## config.mk

```make
export PLATFORM = sky130hd
export DESIGN_NAME = multicycle_controller
export DESIGN_NICKNAME = d
export VERILOG_FILES = /design/src/rtl/riscv_ctrl_pkg.sv /design/src/rtl/alu_decoder.sv /design/src/rtl/multicycle_controller.sv
export SDC_FILE = /design/constraint.sdc
export NUM_CORES = 1
export LEC_CHECK = 0
export BUFFER_PORTS_ARGS = -buffer_cell sky130_fd_sc_hd__buf_2
export CAP_MARGIN = 10
export CELL_PAD_IN_SITES_DETAIL_PLACEMENT = 0
export CELL_PAD_IN_SITES_GLOBAL_PLACEMENT = 1
export CORE_AREA = 5 5 61 52
export DETAILED_ROUTE_END_ITERATION = 6
export DIE_AREA = 0 0 66 57
export PLACE_DENSITY_LB_ADDON = 0.1
export SETUP_SLACK_MARGIN = 0.2
export SLEW_MARGIN = 20
export SYNTH_ARGS = -nofsm -noshare
export SYNTH_HDL_FRONTEND = slang
export SYNTH_HIERARCHICAL = 1
export SYNTH_SLANG_ARGS = --single-unit
```

## constraint.sdc

```tcl
create_clock -name clk -period 1.9 [get_ports clk]
set_input_delay 0.095 -clock clk [delete_from_list [all_inputs] [get_ports clk]]
set_output_delay 0.095 -clock clk [all_outputs]
set_load 0.01 [all_outputs]
```

## src/rtl/riscv_ctrl_pkg.sv

```systemverilog
// Shared encodings for the multicycle RISC-V controller: FSM states, opcodes, mux selects, ALU codes.
// Pure declarations; no timing of its own.
// No flow control involved.
package riscv_ctrl_pkg;

    typedef enum logic [3:0] {
        S_FETCH    = 4'd0,
        S_DECODE   = 4'd1,
        S_MEMADR   = 4'd2,
        S_MEMREAD  = 4'd3,
        S_MEMWB    = 4'd4,
        S_MEMWRITE = 4'd5,
        S_EXECR    = 4'd6,
        S_EXECI    = 4'd7,
        S_ALUWB    = 4'd8,
        S_BEQ      = 4'd9,
        S_JAL      = 4'd10
    } state_t;

    localparam logic [6:0] OP_LW  = 7'b0000011;
    localparam logic [6:0] OP_SW  = 7'b0100011;
    localparam logic [6:0] OP_R   = 7'b0110011;
    localparam logic [6:0] OP_I   = 7'b0010011;
    localparam logic [6:0] OP_BEQ = 7'b1100011;
    localparam logic [6:0] OP_JAL = 7'b1101111;

    localparam logic [1:0] ALUOP_ADD   = 2'b00;
    localparam logic [1:0] ALUOP_SUB   = 2'b01;
    localparam logic [1:0] ALUOP_FUNCT = 2'b10;

    localparam logic [2:0] ALU_ADD = 3'b000;
    localparam logic [2:0] ALU_SUB = 3'b001;
    localparam logic [2:0] ALU_AND = 3'b010;
    localparam logic [2:0] ALU_OR  = 3'b011;
    localparam logic [2:0] ALU_XOR = 3'b100;
    localparam logic [2:0] ALU_SLT = 3'b101;

    localparam logic [1:0] RES_ALUOUT    = 2'b00;
    localparam logic [1:0] RES_DATA      = 2'b01;
    localparam logic [1:0] RES_ALURESULT = 2'b10;

    localparam logic [1:0] SRCA_PC    = 2'b00;
    localparam logic [1:0] SRCA_OLDPC = 2'b01;
    localparam logic [1:0] SRCA_RD1   = 2'b10;

    localparam logic [1:0] SRCB_RD2  = 2'b00;
    localparam logic [1:0] SRCB_IMM  = 2'b01;
    localparam logic [1:0] SRCB_FOUR = 2'b10;

    localparam logic [1:0] IMM_I = 2'b00;
    localparam logic [1:0] IMM_S = 2'b01;
    localparam logic [1:0] IMM_B = 2'b10;
    localparam logic [1:0] IMM_J = 2'b11;

    function automatic logic [1:0] imm_src_of(input logic [6:0] opcode);
        case (opcode)
            OP_SW:   return IMM_S;
            OP_BEQ:  return IMM_B;
            OP_JAL:  return IMM_J;
            default: return IMM_I;
        endcase
    endfunction

endpackage

```

## src/rtl/alu_decoder.sv

```systemverilog
// Maps ALUOp plus instruction function bits to the ALU operation code.
// Purely combinational, zero latency.
// No flow control involved.
module alu_decoder
    import riscv_ctrl_pkg::*;
(
    input  logic [1:0] alu_op,
    input  logic [2:0] funct3,
    input  logic       funct7b5,
    input  logic       op5,
    output logic [2:0] alu_control
);

    always_comb begin
        alu_control = ALU_ADD;
        case (alu_op)
            ALUOP_SUB: alu_control = ALU_SUB;
            ALUOP_FUNCT: begin
                case (funct3)
                    // Only R-type (op5=1) with funct7b5 set is a subtract; addi ignores bit 30
                    3'b000:  alu_control = (op5 & funct7b5) ? ALU_SUB : ALU_ADD;
                    3'b010:  alu_control = ALU_SLT;
                    3'b111:  alu_control = ALU_AND;
                    3'b110:  alu_control = ALU_OR;
                    3'b100:  alu_control = ALU_XOR;
                    default: alu_control = ALU_ADD;
                endcase
            end
            default: alu_control = ALU_ADD;
        endcase
    end

endmodule

```

## src/rtl/multicycle_controller.sv

```systemverilog
// Moore FSM sequencing a multicycle RV32 subset datapath (lw, sw, R, I-ALU, beq, jal).
// beq 3 cycles; R/I/jal/sw 4; lw 5, plus one cycle per mem_ready-low cycle in FETCH/MEMREAD/MEMWRITE.
// Stalls by holding state while mem_ready is low in memory-access states.
module multicycle_controller
    import riscv_ctrl_pkg::*;
(
    input  logic       clk,
    input  logic       reset,
    input  logic [6:0] op,
    input  logic [2:0] funct3,
    input  logic       funct7b5,
    input  logic       Zero,
    input  logic       mem_ready,
    output logic       PCWrite,
    output logic       AdrSrc,
    output logic       MemWrite,
    output logic       IRWrite,
    output logic [1:0] ResultSrc,
    output logic [1:0] ALUSrcA,
    output logic [1:0] ALUSrcB,
    output logic       RegWrite,
    output logic [1:0] ImmSrc,
    output logic [2:0] ALUControl,
    output logic       illegal,
    output logic [3:0] state
);

    state_t     state_q;
    state_t     cur_state;
    state_t     state_next;
    logic [1:0] alu_op;
    logic       branch;
    logic       pc_update;

    always_ff @(posedge clk) begin
        if (reset) begin
            state_q <= S_FETCH;
        end else begin
            state_q <= state_next;
        end
    end

    // Outputs already show FETCH behaviour during the reset cycle itself
    assign cur_state = reset ? S_FETCH : state_q;

    always_comb begin
        state_next = S_FETCH;
        AdrSrc     = 1'b0;
        MemWrite   = 1'b0;
        IRWrite    = 1'b0;
        ResultSrc  = RES_ALUOUT;
        ALUSrcA    = SRCA_PC;
        ALUSrcB    = SRCB_RD2;
        RegWrite   = 1'b0;
        alu_op     = ALUOP_ADD;
        branch     = 1'b0;
        pc_update  = 1'b0;
        illegal    = 1'b0;
        case (cur_state)
            S_FETCH: begin
                ALUSrcB   = SRCB_FOUR;
                ResultSrc = RES_ALURESULT;
                if (mem_ready) begin
                    IRWrite    = 1'b1;
                    pc_update  = 1'b1;
                    state_next = S_DECODE;
                end else begin
                    state_next = S_FETCH;
                end
            end
            S_DECODE: begin
                ALUSrcA = SRCA_OLDPC;
                ALUSrcB = SRCB_IMM;
                case (op)
                    OP_LW, OP_SW: state_next = S_MEMADR;
                    OP_R:         state_next = S_EXECR;
                    OP_I:         state_next = S_EXECI;
                    OP_BEQ:       state_next = S_BEQ;
                    OP_JAL:       state_next = S_JAL;
                    default: begin
                        illegal    = 1'b1;
                        state_next = S_FETCH;
                    end
                endcase
            end
            S_MEMADR: begin
                ALUSrcA = SRCA_RD1;
                ALUSrcB = SRCB_IMM;
                if (op == OP_LW) begin
                    state_next = S_MEMREAD;
                end else if (op == OP_SW) begin
                    state_next = S_MEMWRITE;
                end
            end
            S_MEMREAD: begin
                AdrSrc     = 1'b1;
                state_next = mem_ready ? S_MEMWB : S_MEMREAD;
            end
            S_MEMWB: begin
                ResultSrc = RES_DATA;
                RegWrite  = 1'b1;
            end
            S_MEMWRITE: begin
                AdrSrc     = 1'b1;
                MemWrite   = 1'b1;
                state_next = mem_ready ? S_FETCH : S_MEMWRITE;
            end
            S_EXECR: begin
                ALUSrcA    = SRCA_RD1;
                alu_op     = ALUOP_FUNCT;
                state_next = S_ALUWB;
            end
            S_EXECI: begin
                ALUSrcA    = SRCA_RD1;
                ALUSrcB    = SRCB_IMM;
                alu_op     = ALUOP_FUNCT;
                state_next = S_ALUWB;
            end
            S_ALUWB: begin
                RegWrite = 1'b1;
            end
            S_BEQ: begin
                ALUSrcA = SRCA_RD1;
                alu_op  = ALUOP_SUB;
                branch  = 1'b1;
            end
            S_JAL: begin
                ALUSrcA    = SRCA_OLDPC;
                ALUSrcB    = SRCB_FOUR;
                pc_update  = 1'b1;
                state_next = S_ALUWB;
            end
            default: state_next = S_FETCH;
        endcase
    end

    assign PCWrite = (branch & Zero) | pc_update;
    assign ImmSrc  = imm_src_of(op);
    assign state   = cur_state;

    alu_decoder u_alu_decoder (
        .alu_op      (alu_op),
        .funct3      (funct3),
        .funct7b5    (funct7b5),
        .op5         (op[5]),
        .alu_control (ALUControl)
    );

endmodule

```

# Word level (Yosys, flattened, before mapping)
# Index checks and enable logic that the tools add are counted.
# totals
regBits	4
inputBits	15
# classes
eq_ne	22
n_mux	25
n_bitwise	3
n_reduce_logical	12
# ops
op	n
4-bit one-hot mux with 6 select lines	1
4-bit one-hot mux with 5 select lines	1
4-bit by 3-bit == test with 1-bit output (second input constant)	4
2-bit one-hot mux with 2 select lines	4
3-bit one-hot mux with 5 select lines	1
7-bit by 6-bit == test with 1-bit output (second input constant)	2
7-bit == test (second input constant)	2
4-bit == test (second input constant)	3
3-bit two-way mux	4
2-bit OR reduction	6
1-bit two-way mux	10
3-bit == test (second input constant)	3
4-bit by 2-bit == test with 1-bit output (second input constant)	2
7-bit by 2-bit == test with 1-bit output (second input constant)	1
7-bit by 5-bit == test with 1-bit output (second input constant)	1
2-bit one-hot mux with 3 select lines	1
3-bit one-hot mux with 2 select lines	1
3-bit OR reduction	2
6-bit OR reduction	1
4-bit by 1-bit == test with 1-bit output (second input constant)	1
4-bit logical NOT	1
4-bit two-way mux	1
4-bit OR reduction	1
3-bit by 2-bit == test with 1-bit output (second input constant)	1
other kinds (6)	7

# Depth between registers and ports, before layout
# depth
word_depth	6
mapped_depth	8

# Cells and area by module
# The synthesis kept the hierarchy.
# modules_own_cells
mod	n_inst	cells_per_inst	area_per_inst_um2
multicycle_controller	1	92	596.8
alu_decoder	1	12	101.3

# Least setup slack after synthesis
# No wires, ideal clock.
# synth_timing
path_type	register to output
from	register state_q[0]
to	output ALUControl[2]
t_arrival_ns	1.609
required_ns	1.805
slack_ns	0.196
stages_incl_launch_ff	7
path_buffers	1
path_cell_list	dfxtp_1 -> clkbuf_1 -> nand2_1 -> nor3_1 -> inv_1 -> ha_1 -> nor3_1
# synth_via
elab_chain_len	6
word_cells_on_any_way	9
cone_classes	eq/ne: 5; mux: 3; reduce/logical: 1
# synth_rtl
item	line_no	source
from (decl)	multicycle_controller.sv:28	state_t state_q;
from (signal assigned)	multicycle_controller.sv:39	state_q <= state_next;
4-bit two-way mux *	multicycle_controller.sv:44	assign cur_state = reset ? S_FETCH : state_q;
4-bit by 3-bit == test with 1-bit output	multicycle_controller.sv:59	case (cur_state)
2-bit OR reduction (no line)	--	
2-bit one-hot mux with 2 select lines *	multicycle_controller.sv:59	
net alu_op[0]	multicycle_controller.sv:31	logic [1:0] alu_op;
2-bit == test or 2-bit by 1-bit == test with 1-bit output (tied branches)	alu_decoder.sv:16	case (alu_op)
3-bit one-hot mux with 2 select lines *	alu_decoder.sv:16	
to (decl)	multicycle_controller.sv:23	output logic [2:0] ALUControl,
# Mark *: on every way through the listed nets, which the timed path passes. The rest lies on a longest branch.

# Worst setup path after layout
# layout_timing
from	register state_q[3]
to	output AdrSrc
# layout_via
elab_chain_len	4
word_cells_on_any_way	5
cone_classes	eq/ne: 2; mux: 2; reduce/logical: 1
# layout_rtl
item	line_no	source
4-bit two-way mux *	multicycle_controller.sv:44	
4-bit by 3-bit == test with 1-bit output or 4-bit by 2-bit == test with 1-bit output (tied branches)	multicycle_controller.sv:59	
2-bit OR reduction (no line) *	--	
1-bit two-way mux *	multicycle_controller.sv:59	
to (decl)	multicycle_controller.sv:15	output logic AdrSrc,
# Mark *: on every way between the ends. The rest lies on a longest branch, timed or not.

==> summary.json <==
{
  "run_status": "complete, no violations",
  "drc": 0,
  "nFillCells": 281,
  "slew_violations": 0,
  "portion_of_the_clock_cycle_consumed_by_the_worst_path_in_the_final_layout": 0.882,
  "finClkSkew_ns": 0.000269,
  "clock.fmax_ghz": 0.597,
  "setup_repair_after_global_routing_missed_its_margin": "yes",
  "grt_max_degree": 19,
  "vias_per_cell": 5.01,
  "rrSetupSlack_ns": 0.30,
  "floorplan_die_height_microns": 57,
  "largest-register": "state_q",
  "hold_path.class": "primary input to register",
  "synth_largest_area_cell": "sky130_fd_sc_hd__dfxtp_1",
  "clk_latency_ns": 0.24,
  "syn-instance-count": 104,
  "die_x_microns": 66,
  "post_synth_instance_area_sq_um": 698,
  "syn_avg_cell_area_sq_um": 6.71,
  "std_cell_rows": 17,
  "grt_pass1_wl_microns": 3970,
  "sequential_cell_area_sq_um": 92.6,
  "measured_slew_at_the_worst_slew_check_pin_ns": 0.385,
  "total_routing_resource_utilization_after_global_routing": 0.133,
  "ctsRootBufferMaster": "sky130_fd_sc_hd__clkbuf_4",
  "placement.cell_area_sq_um": 943,
  "pin_count": 36,
  "antenna_left": 0,
  "timing.setup.critical_path_class": "register to output port",
  "ys.warnings.count": 6,
  "numCtsBuffers": 3,
  "post_drt_wl_per_cell_microns": 12.7,
  "tritoncts": "yes",
  "synth.yosys.seq_area_share": 0.115,
  "share_of_the_synthesized_area_in_the_top_cell_type": 0.115,
  "grt.overflow.total": 0,
  "ys_dominant_reg_cell": "sky130_fd_sc_hd__dfxtp_1",
  "slew-limit-headroom": 0.737,
  "post_route_cells_drive_above_1_share": 0.517,
  "utilization": 0.447,
  "antennaDiodeCount": 0,
  "synthTopCellsByArea": "sky130_fd_sc_hd__dfxtp_1, sky130_fd_sc_hd__nor2_1, sky130_fd_sc_hd__nor2b_1, sky130_fd_sc_hd__nor3_1, sky130_fd_sc_hd__inv_1",
  "postSynthRegisterBits": 4,
  "cts.sink_count": 4,
  "drt_pre_antenna_iters": 4,
  "grt_antenna_before_repair": 0,
  "dp_hpwl_microns": 1790,
  "total_leakage_power_uw": 0.000516,
  "fin_setup_tns_ns": 0,
  "number_of_global_route_vias_before_repair": 870,
  "synth_compound_gate_area_share": 0.238,
  "share_of_synthesized_area_spent_on_multiplexers": 0.0287,
  "crit_path_start": "state_q[3]$_SDFF_PP0_",
  "totalWireLength_microns": 2410,
  "worst_slack_ns": 0.224,
  "r2r_path_start": "state_q[3]$_SDFF_PP0_",
  "max_cap_violations": 0,
  "reg2reg_to": "state_q[0]$_SDFF_PP0_",
  "timing.final.setup_violations": 0,
  "start_util": 0.271,
  "synth-xor-area-share": 0.0251,
  "drt_first_iter_violations": 62,
  "cp-end-kind": "output port",
  "synth_most_common_cell": "sky130_fd_sc_hd__nor2_1",
  "multi_input_comb_area_sq_um": 647,
  "pre_cts_ws_ns": 0.286,
  "worst-r2r-cell-count": 5,
  "critPathLaunchType": "register",
  "hold_viol": 0,
  "port_buffers": 35,
  "arrival_time_reported_for_the_critical_path_endpoint_ns": 1.58,
  "largest_register_ffs": 4,
  "power_density_nw_per_um2": 257,
  "cp_data_required_time_ns": 1.80,
  "stdcell_area_sq_um": 1150,
  "postCtsHoldBufs": 0,
  "gpl.final_weighted_congestion": 0.802,
  "via_count": 947,
  "min_period_ns": 1.68,
  "largest_registers": "state_q (4)",
  "worstPathMaxFanout": 4,
  "synth.top_cells.by_count": "sky130_fd_sc_hd__nor2_1, sky130_fd_sc_hd__inv_1, sky130_fd_sc_hd__nand2_1, sky130_fd_sc_hd__nor2b_1, sky130_fd_sc_hd__nor3_1",
  "design.die.area_sq_um": 3760,
  "cts.path.max_buffers": 2,
  "worst_setup_hold_path_clk_slew_ns": 0.04,
  "synth_enable_flop_cells": 0,
  "cts.htree.levels": 1,
  "syn2layout_area_growth_pct": 64.7,
  "worstSetupEndpoint": "AdrSrc",
  "post_synth_and_or_nand_nor_area_fraction": 0.464,
  "async_reset_ff_frac": 0,
  "synthesis.nets": 121,
  "post_synth_num_cell_types": 42,
  "placeableCoreArea_sq_um": 2570,
  "vdd_drop_max_v": 0.0000894,
  "hold_path.startpoint": "reset",
  "synth_fa_ha_area_frac": 0.0358,
  "main_combinational_cell_family_by_area_after_synthesis": "simple AND/OR/NAND/NOR gates",
  "finish.net_count": 170
}
==> critical path, stage by stage (launching register included) <==
cell and delay (ns):
sky130_fd_sc_hd__dfxtp_4 0.35, sky130_fd_sc_hd__buf_8 0.12, sky130_fd_sc_hd__or4b_4 0.55, sky130_fd_sc_hd__o21bai_1 0.17, sky130_fd_sc_hd__buf_2 0.15
==> power by group <==
| group | internal (uW) | leakage [uW] | switching, uW |
|---|---|---|---|
| Clock | 71.0 | 0.0000138 | 39.5 |
| Sequential | 82.6 | 0.0000352 | 1.86 |
| Combinational | 43.7 | 0.000467 | 56.8 |
==> final cells by class <==
cell class | instances | area share
multi-input cells | 85 | 0.563
repair buffers | 51 | 0.270
flip-flops and latches | 4 | 0.0805
well taps | 38 | 0.0413
inverters | 8 | 0.0261
clock buffers | 3 | 0.0196
==> worst min-delay path by stage <==
stage	cells past startpoint	to
global placement	2	state_q[0]$_SDFF_PP0_
detailed placement	2	state_q[0]$_SDFF_PP0_
floorplan	1	state[2]
finish	2	state_q[0]$_SDFF_PP0_
global route	2	state_q[0]$_SDFF_PP0_
CTS	2	state_q[0]$_SDFF_PP0_
==> placed cells by master (no fill, tap or decap), types with 2 or more instances in the layout <==
cell and instances:
sky130_fd_sc_hd__nor4_1 2, sky130_fd_sc_hd__nor2b_1 6, sky130_fd_sc_hd__mux2i_1 2, sky130_fd_sc_hd__nor3_2 2, sky130_fd_sc_hd__buf_6 2, sky130_fd_sc_hd__nand3_1 2
sky130_fd_sc_hd__xnor2_1 2, sky130_fd_sc_hd__o21ai_0 4, sky130_fd_sc_hd__inv_1 6, sky130_fd_sc_hd__dfxtp_4 3, sky130_fd_sc_hd__a21oi_1 5, sky130_fd_sc_hd__inv_2 2
sky130_fd_sc_hd__clkbuf_4 3, sky130_fd_sc_hd__ha_4 2, sky130_fd_sc_hd__nand2_1 6, sky130_fd_sc_hd__buf_2 35, sky130_fd_sc_hd__nand2b_4 4, sky130_fd_sc_hd__nand4_1 2
sky130_fd_sc_hd__a32oi_1 3, sky130_fd_sc_hd__nor2_1 14, sky130_fd_sc_hd__nor3_1 4, sky130_fd_sc_hd__buf_4 13
==> per-layer routing <==
metal	GRT usage	up-vias	wire, microns
met4	0.0435	0	39
met1	0.180	440	1160
met5	0	-	0
met2	0.207	26	1070
met3	0.0335	6	129
li1	-	475	-
==> repair_timing <==
| item | 4_1_cts | 5_1_grt |
|---|---|---|
| setup endpoints to repair | 6 | 9 |
| pin swaps | 1 | 5 |
| buffers inserted | 4 | 5 |
| gates resized for setup | 10 | 19 |
==> stage by stage <==
step / total power (uW) / instances / hold slack (ns)
3_5_place_dp: 183 / 177 / 0.381
5_1_grt: 317 / 189 / 0.143
6_report: 295 / 189 / 0.126
2_1_floorplan: 138 / 104 / 0.243
3_3_place_gp: 184 / 177 / 0.378
4_1_cts: 294 / 184 / 0.136
==> logic make-up after synthesis <==
kind of cell    Yosys count
simple gates             56
flops                     4
fa+ha+maj                 2
mux                       2
xor+xnor                  2
buf+inv                  15
compound gates           23
(Power assumes the default switching activity.)
